--- src/rtl/result_record_serializer.sv ---
// Result record serializer: buffers 64-bit {addr, data} records in a small FIFO
// and drains each one as 8 bytes, most significant byte first, over a
// valid/ready byte handshake. Dropped records are flagged by a sticky overflow.
module result_record_serializer #(
  parameter int unsigned DEPTH = 8,
  parameter bit          DEDUP = 1'b1
) (
  input  logic        clk,
  input  logic        reset,
  input  logic [63:0] data_in,
  input  logic        enable_in,
  output logic [7:0]  byte_out,
  output logic        byte_valid,
  input  logic        byte_ready,
  output logic        fifo_full,
  output logic        overflow,
  output logic        busy,
  output logic [15:0] record_count
);

  localparam int unsigned PtrW = $clog2(DEPTH);
  localparam int unsigned CntW = PtrW + 1;

  typedef enum logic [0:0] {StIdle, StSend} state_e;

  logic [63:0]     mem_q [DEPTH];
  logic [PtrW-1:0] wr_ptr_q, wr_ptr_d, rd_ptr_q, rd_ptr_d;
  logic [CntW-1:0] cnt_q, cnt_d;
  logic            full_q, full_d;
  logic            ovf_q, ovf_d;
  logic [15:0]     rec_cnt_q, rec_cnt_d;
  logic [63:0]     last_q, last_d;
  logic            last_vld_q, last_vld_d;
  state_e          state_q, state_d;
  logic [63:0]     shreg_q, shreg_d;
  logic [2:0]      idx_q, idx_d;

  logic not_empty, hs, pop, dup, push_try, push, drop;

  // Push/pop decisions; a pop at the same edge frees a slot for a push when full.
  always_comb begin
    not_empty = (cnt_q != '0);
    hs        = (state_q == StSend) && byte_ready;
    pop       = not_empty && ((state_q == StIdle) || (hs && (idx_q == 3'd7)));
    dup       = DEDUP && last_vld_q && (data_in == last_q);
    push_try  = enable_in && !dup;
    push      = push_try && ((cnt_q != CntW'(DEPTH)) || pop);
    drop      = push_try && !push;
  end

  // FIFO bookkeeping, loss flag, accepted-record counter and dedup history.
  always_comb begin
    wr_ptr_d   = wr_ptr_q;
    rd_ptr_d   = rd_ptr_q;
    cnt_d      = cnt_q;
    ovf_d      = ovf_q | drop;
    rec_cnt_d  = rec_cnt_q;
    last_d     = last_q;
    last_vld_d = last_vld_q;
    if (push) begin
      wr_ptr_d  = wr_ptr_q + PtrW'(1);
      rec_cnt_d = rec_cnt_q + 16'd1;
    end
    if (pop) rd_ptr_d = rd_ptr_q + PtrW'(1);
    if (push && !pop) cnt_d = cnt_q + CntW'(1);
    else if (pop && !push) cnt_d = cnt_q - CntW'(1);
    full_d = (cnt_d == CntW'(DEPTH));
    // History only survives back-to-back enable cycles; a dropped record keeps it.
    if (!enable_in) begin
      last_vld_d = 1'b0;
    end else if (push) begin
      last_d     = data_in;
      last_vld_d = 1'b1;
    end
  end

  // Serializer next state: load on pop, shift on each handshake, reload with no bubble.
  always_comb begin
    state_d = state_q;
    shreg_d = shreg_q;
    idx_d   = idx_q;
    unique case (state_q)
      StIdle: begin
        if (pop) begin
          state_d = StSend;
          shreg_d = mem_q[rd_ptr_q];
          idx_d   = 3'd0;
        end
      end
      StSend: begin
        if (hs) begin
          shreg_d = {shreg_q[55:0], 8'h00};
          idx_d   = idx_q + 3'd1;
          if (idx_q == 3'd7) begin
            if (pop) shreg_d = mem_q[rd_ptr_q];
            else     state_d = StIdle;
          end
        end
      end
      default: state_d = StIdle;
    endcase
  end

  // FIFO storage; contents need no reset since count gates every read.
  always_ff @(posedge clk) begin
    if (push) mem_q[wr_ptr_q] <= data_in;
  end

  // State registers with synchronous reset.
  always_ff @(posedge clk) begin
    if (reset) begin
      wr_ptr_q   <= '0;
      rd_ptr_q   <= '0;
      cnt_q      <= '0;
      full_q     <= 1'b0;
      ovf_q      <= 1'b0;
      rec_cnt_q  <= '0;
      last_q     <= '0;
      last_vld_q <= 1'b0;
      state_q    <= StIdle;
      shreg_q    <= '0;
      idx_q      <= '0;
    end else begin
      wr_ptr_q   <= wr_ptr_d;
      rd_ptr_q   <= rd_ptr_d;
      cnt_q      <= cnt_d;
      full_q     <= full_d;
      ovf_q      <= ovf_d;
      rec_cnt_q  <= rec_cnt_d;
      last_q     <= last_d;
      last_vld_q <= last_vld_d;
      state_q    <= state_d;
      shreg_q    <= shreg_d;
      idx_q      <= idx_d;
    end
  end

  // Outputs come straight from registers.
  always_comb begin
    byte_valid   = (state_q == StSend);
    byte_out     = byte_valid ? shreg_q[63:56] : 8'h00;
    busy         = (cnt_q != '0) || byte_valid;
    fifo_full    = full_q;
    overflow     = ovf_q;
    record_count = rec_cnt_q;
  end

endmodule

--- config.mk ---
export PLATFORM = sky130hd
export DESIGN_NAME = result_record_serializer
export DESIGN_NICKNAME = d
export VERILOG_FILES = /design/src/rtl/result_record_serializer.sv
export SDC_FILE = /design/constraint.sdc
export NUM_CORES = 1
export LEC_CHECK = 0
export CORE_UTILIZATION = 55
export DETAILED_ROUTE_END_ITERATION = 8
export PLACE_DENSITY_LB_ADDON = 0.15
export SYNTH_ARGS = -nofsm -noshare
export SYNTH_HDL_FRONTEND = slang
export SYNTH_SLANG_ARGS = --single-unit
--- constraint.sdc ---
create_clock -name clk -period 27.5 [get_ports clk]
set_input_delay 2.75 -clock clk [delete_from_list [all_inputs] [get_ports clk]]
set_output_delay 2.75 -clock clk [all_outputs]
set_load 0.02 [all_outputs]
* After elaboration in Yosys (flattened, before gate mapping)
Memory sizes are Yosys's and may differ from the RTL's. A register that Yosys moved wholly into a read port is not among the register bits.
Cells that the tools add are included.
** Word-level totals
- Bits in registers :: 161
- RAM bits :: 512
- Bits of input ports :: 68
- Logic and storage cells :: 65
- Memories :: 1
** Memory list
- mem_q :: depth 8, width 64, read ports 1, clocked after memory_dff 1, wr ports 1, RTL line 26 : logic [63:0] mem_q [DEPTH];
** Cells by class
- Add/sub/neg operators :: 6
- Eq/ne operators :: 6
- Multiplexer cells :: 19
- Bitwise gates (word level) :: 3
- Reduce and logical (&&, ||, !) cells :: 19
** Operators by type and width (number)
- 2-to-1 mux 64 bit :: 4
- one-hot mux 64 bit (2 select lines) :: 1
- == test 64 bit :: 1
- adder 16 x 1 -> 16 bit, second input constant :: 1
- 2-to-1 mux 3 bit :: 4
- adder 3 x 1 -> 3 bit, second input constant :: 3
- logical AND 1 bit :: 9
- 2-to-1 mux 4 bit :: 2
- 2-to-1 mux 8 bit :: 1
- one-hot mux 3 bit (2 select lines) :: 1
- 2-to-1 mux 1 bit :: 5
- adder 4 x 1 -> 4 bit, second input constant :: 1
- == test 4 bit, second input constant :: 1
- inequality test 4 bit, second input constant :: 1
- AND reduction 2 bit :: 2
- nonzero test 4 bit :: 1
- subtractor 4 x 1 -> 4 bit, second input constant :: 1
- == test 3 bit, second input constant :: 1
- zero test 1 bit :: 3
- logical OR 1 bit :: 3
- inequality test 2 x 1 -> 1 bit, second input constant :: 1
- inequality test 2 bit, second input constant :: 1
- inverter 1 bit :: 2
- one-hot mux 1 bit (2 select lines) :: 1
- other kinds (2) :: 2

* Longest topological paths before layout
- Depth in word-level cells :: 11
- Depth in mapped cells :: 12
- Gate-level depth less buffers :: 10

* Worst setup path after synthesis
Ideal clock, no wire load.
- Kind :: input port to flip-flop
- Start point :: in data_in[21]
- End point :: mem mem_q[2][0] (enable)
- Data arrival time :: 10.499 ns
- Required time :: 26.833 ns
- Slack :: 16.335 ns
- Stages :: 10
- Path buffers :: 3
- Cell sequence :: nand2b_1 > o2111ai_1 > a2111oi_1 > nand4_1 > o31a_1 > buf_6 > nand2_4 > buf_6 > buf_6 > nor4b_1
** On the way
- Word-level cells in the longest chain between the ends :: 7
** RTL lines
- start: declaration :: RTL line 10 : input logic [63:0] data_in,
- == test 64 bit :: RTL line 45 : dup = DEDUP && last_vld_q && (data_in == last_q);
- logical AND 1 bit :: RTL line 45
- zero test 1 bit :: RTL line 46 : push_try = enable_in && !dup;
- logical AND 1 bit :: RTL line 46
- logical AND 1 bit :: RTL line 47 : push = push_try && ((cnt_q != CntW'(DEPTH)) || pop);
- 2-to-1 mux 1 bit :: RTL line 106 : if (push) mem_q[wr_ptr_q] <= data_in;
- 2-to-1 mux 1 bit (implied by the code) :: RTL line 106
- end: declaration :: RTL line 26
Every way passes these cells.

* Worst setup path in the final report
- Start point :: in data_in[56]
- End point :: mem mem_q[7][18] (enable)
Same word-level chain as after synthesis.

==> impl_metrics.json <==
{
  "routed_wl_um": 59700,
  "startpoint": "data_in[56]",
  "rows": 80,
  "htreeDepth": 3,
  "area_growth_pct": 14.0,
  "worstReg2RegStart": "last_q[56]",
  "ant_nets": 0,
  "cts_setup_buffers": 0,
  "globalplace.congestion": 0.840,
  "post-route-period-util": 0.258,
  "ys_ff_latch": 676,
  "p_sw_frac": 0.279,
  "hold_buffers": 0,
  "drv_slew": 0,
  "ir_drop_v": 0.0000638,
  "worst-path-max-fanout": 84,
  "final_core_util": 0.636,
  "placed_area_um2": 28100,
  "status": "finished clean",
  "synth_cell_types": 52,
  "synth_edf_count": 512,
  "p_leak_nw": 9.86,
  "cts_resized": 0,
  "hold_path_startpoint": "last_q[9]",
  "drc": 0,
  "required_ns": 27.69,
  "dieWidth_um": 222,
  "pre_cts_slack_ns": 19.79,
  "p_int_w": 0.00195,
  "r2r_slack_ns": 22.99,
  "cts_tree": "done",
  "cpPeakStageDelay_ns": 0.95,
  "globalRouteTotalUtil": 0.249,
  "first_iter_violations": 1490,
  "netlist_area_um2": 26600,
  "hold_depth": 2,
  "power.switching_w": 0.000757,
  "slew_headroom": 0.232,
  "hold_path.class": "flip-flop to flip-flop",
  "crit_path_start_kind": "input port",
  "comb_power_share": 0.199,
  "p_per_area_nw_per_um2": 89.5,
  "grt_max_degree": 116,
  "hold_end": "last_q[9]",
  "die_y_um": 222,
  "drv_cap": 0,
  "dp_hpwl_um": 34000,
  "seq_power_share": 0.463,
  "drive_above_1_share": 0.149,
  "clock_path_buffers": 3,
  "wl_per_cell_um": 24.4,
  "clock-sinks": 676,
  "cpMaxStageDelayCell": "and2_4",
  "r2r-end": "mem_q[7][18]",
  "period_minus_slack_ns": 7.09,
  "grt_pass1_vias": 14485,
  "viasPerCell": 6.05,
  "antenna_found_initial": 3,
  "tightest_slew_ns": 1.15,
  "crit_family": "simple AND/OR/NAND/NOR gates",
  "crit_chain": "clkdlybuf4s50_1, xor2_1, nor4_1, nand4_1, o31a_1, and2_4, nand2_1, nor2_4, buf_4",
  "dr.pass1.iters": 5,
  "fin_area_um2": 30300,
  "core_um2": 47600,
  "dieArea_um2": 49200,
  "seq_area_frac_synth": 0.703,
  "io_pins": 96,
  "skew_ns": 0.0184,
  "grt_pass1_wl_um": 90600,
  "clk_pin_slew_worst_paths_ns": 0.06,
  "async_flop_share": 0,
  "vias": 14810,
  "fmax_mhz": 141,
  "finalHoldViolations": 0,
  "rsz0062_at_grt": "no",
  "cts_buffers": 68,
  "synth-main-ff-cell": "edfxtp_1",
  "arrival_ns": 7.29,
  "start_util": 0.557,
  "synthCells": 1690,
  "p_total_w": 0.00271,
  "clk_latency_ns": 0.59,
  "grt-ovfl-total": 0,
  "worstSetupPathType": "input port to flip-flop",
  "setup_viol": 0,
  "setup_tns_ns": 0,
  "syn_nets": 1765,
  "port_buffers": 95,
  "endpoint_kind": "flip-flop",
  "nets": 1852,
  "clockPowerShare": 0.338,
  "ff2ff_path_depth": 8,
  "diodes": 0,
  "root_buffer": "clkbuf_16",
  "yosys_warnings": 0,
  "synth_area_per_cell_um2": 15.7,
  "setup_slack_ns": 20.41,
  "cp_num_buf_inv": 2
}
[how the worst max path moves through the flow]
| stage | to | slack (ns) | cells past startpoint |
|---|---|---|---|
| finish | mem_q[7][18] | 20.41 | 9 |
| detailed placement | mem_q[7][10] | 19.79 | 9 |
| global placement | mem_q[7][16] | 19.84 | 9 |
| global route | mem_q[7][18] | 20.15 | 9 |
| floorplan | mem_q[2][0] | 16.33 | 10 |
| CTS | mem_q[7][16] | 20.39 | 9 |
[cells in the final DEF (no fill, tap or decap), types with 8 or more instances in the layout]
| master | synthesis | routed |
|---|---|---|
| a211oi_1 | 56 | 56 |
| a21oi_1 | 138 | 138 |
| and2_1 | 11 | 10 |
| and3_1 | 8 | 8 |
| buf_4 | 0 | 23 |
| clkbuf_1 | 58 | 25 |
| clkbuf_16 | 0 | 73 |
| clkdlybuf4s50_1 | 0 | 94 |
| clkinv_1 | 0 | 8 |
| dfxtp_1 | 164 | 161 |
| edfxtp_1 | 512 | 512 |
| inv_1 | 23 | 23 |
| mux2_2 | 9 | 9 |
| mux2i_1 | 66 | 66 |
| mux4_2 | 128 | 128 |
| nand2_1 | 145 | 144 |
| nand4_1 | 22 | 22 |
| nor2_1 | 163 | 162 |
| nor2b_1 | 11 | 11 |
| xnor2_1 | 36 | 36 |
| xor2_1 | 20 | 20 |
[worst min-delay path: cells and delay by family, from the launching register on]
kind / cells / cell delay (ns)
AO/OA/AOI/OAI: 1 / 0.05
flip-flops: 1 / 0.31
AND/OR/NAND/NOR: 1 / 0.05
[per-layer routing]
layer  share of wire  GRT usage  up-vias
li1                -          -     6616
met1            0.44      0.372     7543
met2            0.46      0.382      554
met3           0.072     0.0380       91
met4           0.022     0.0730        6
met5         0.00062          0        -
[sequential cells by signal (all words and copies together), names as in the netlist, named ones only]
| name | cells |
|---|---|
| wr_ptr_q | 3 |
| cnt_q | 4 |
| last_vld_q | 1 |
| shreg_q | 64 |
| fifo_full | 1 |
| overflow | 1 |
| idx_q | 3 |
| rd_ptr_q | 3 |
| byte_valid | 1 |
| record_count | 16 |
| mem_q | 512 |
| last_q | 64 |
[cell type report]
type | instances | area [um2]
sequential | 676 | 18700
fill | 3429 | 17400
multi-input combinational | 889 | 7400
clock buffer | 103 | 1990
timing repair buffer | 119 | 1140
tap | 615 | 769
clock inverter | 21 | 223
inverter | 23 | 86.3
[cell usage after synthesis (all sizes together), types with 8 or more instances]
master | instances | area, um2
mux2i | 66 | 661
inv | 23 | 86.3
nor4 | 8 | 50.1
mux2 | 10 | 116
edfxtp | 512 | 15400
a211oi | 56 | 420
xnor2 | 36 | 315
xor2 | 20 | 175
buf | 44 | 258
nor2b | 11 | 68.8
dfxtp | 164 | 3280
nand2 | 146 | 556
a21oi | 138 | 691
clkbuf | 58 | 218
nor2 | 163 | 612
and2 | 11 | 68.8
nand4 | 22 | 138
and3 | 8 | 50.1
mux4 | 128 | 2880
[stage by stage]
step                      hold slack, ns  std cells
final                              0.454       2446
after global routing               0.477       2446
after CTS                          0.454       2446
after detailed placement           0.446       2322
after global placement             0.444       2322
after floorplan                    0.436       1690
[power groups by stage]
stage	clock network, W	registers, W	logic, W
after floorplan	0	0.00124	0.000402
after global placement	0	0.00127	0.000531
after detailed placement	0	0.00128	0.000540
after CTS	0.000930	0.00126	0.000543
after global routing	0.000969	0.00127	0.000590
final	0.000915	0.00126	0.000539
[cells by family after synthesis]
family | count (synthesis) | share of synthesized area
mux | 204 | 0.138
xor+xnor | 56 | 0.0185
flops | 676 | 0.703
fa+ha+maj | 7 | 0.00330
simple gates | 396 | 0.0649
buf+inv | 125 | 0.0212
compound gates | 226 | 0.0516
Power figures use the tool's default switching activity.
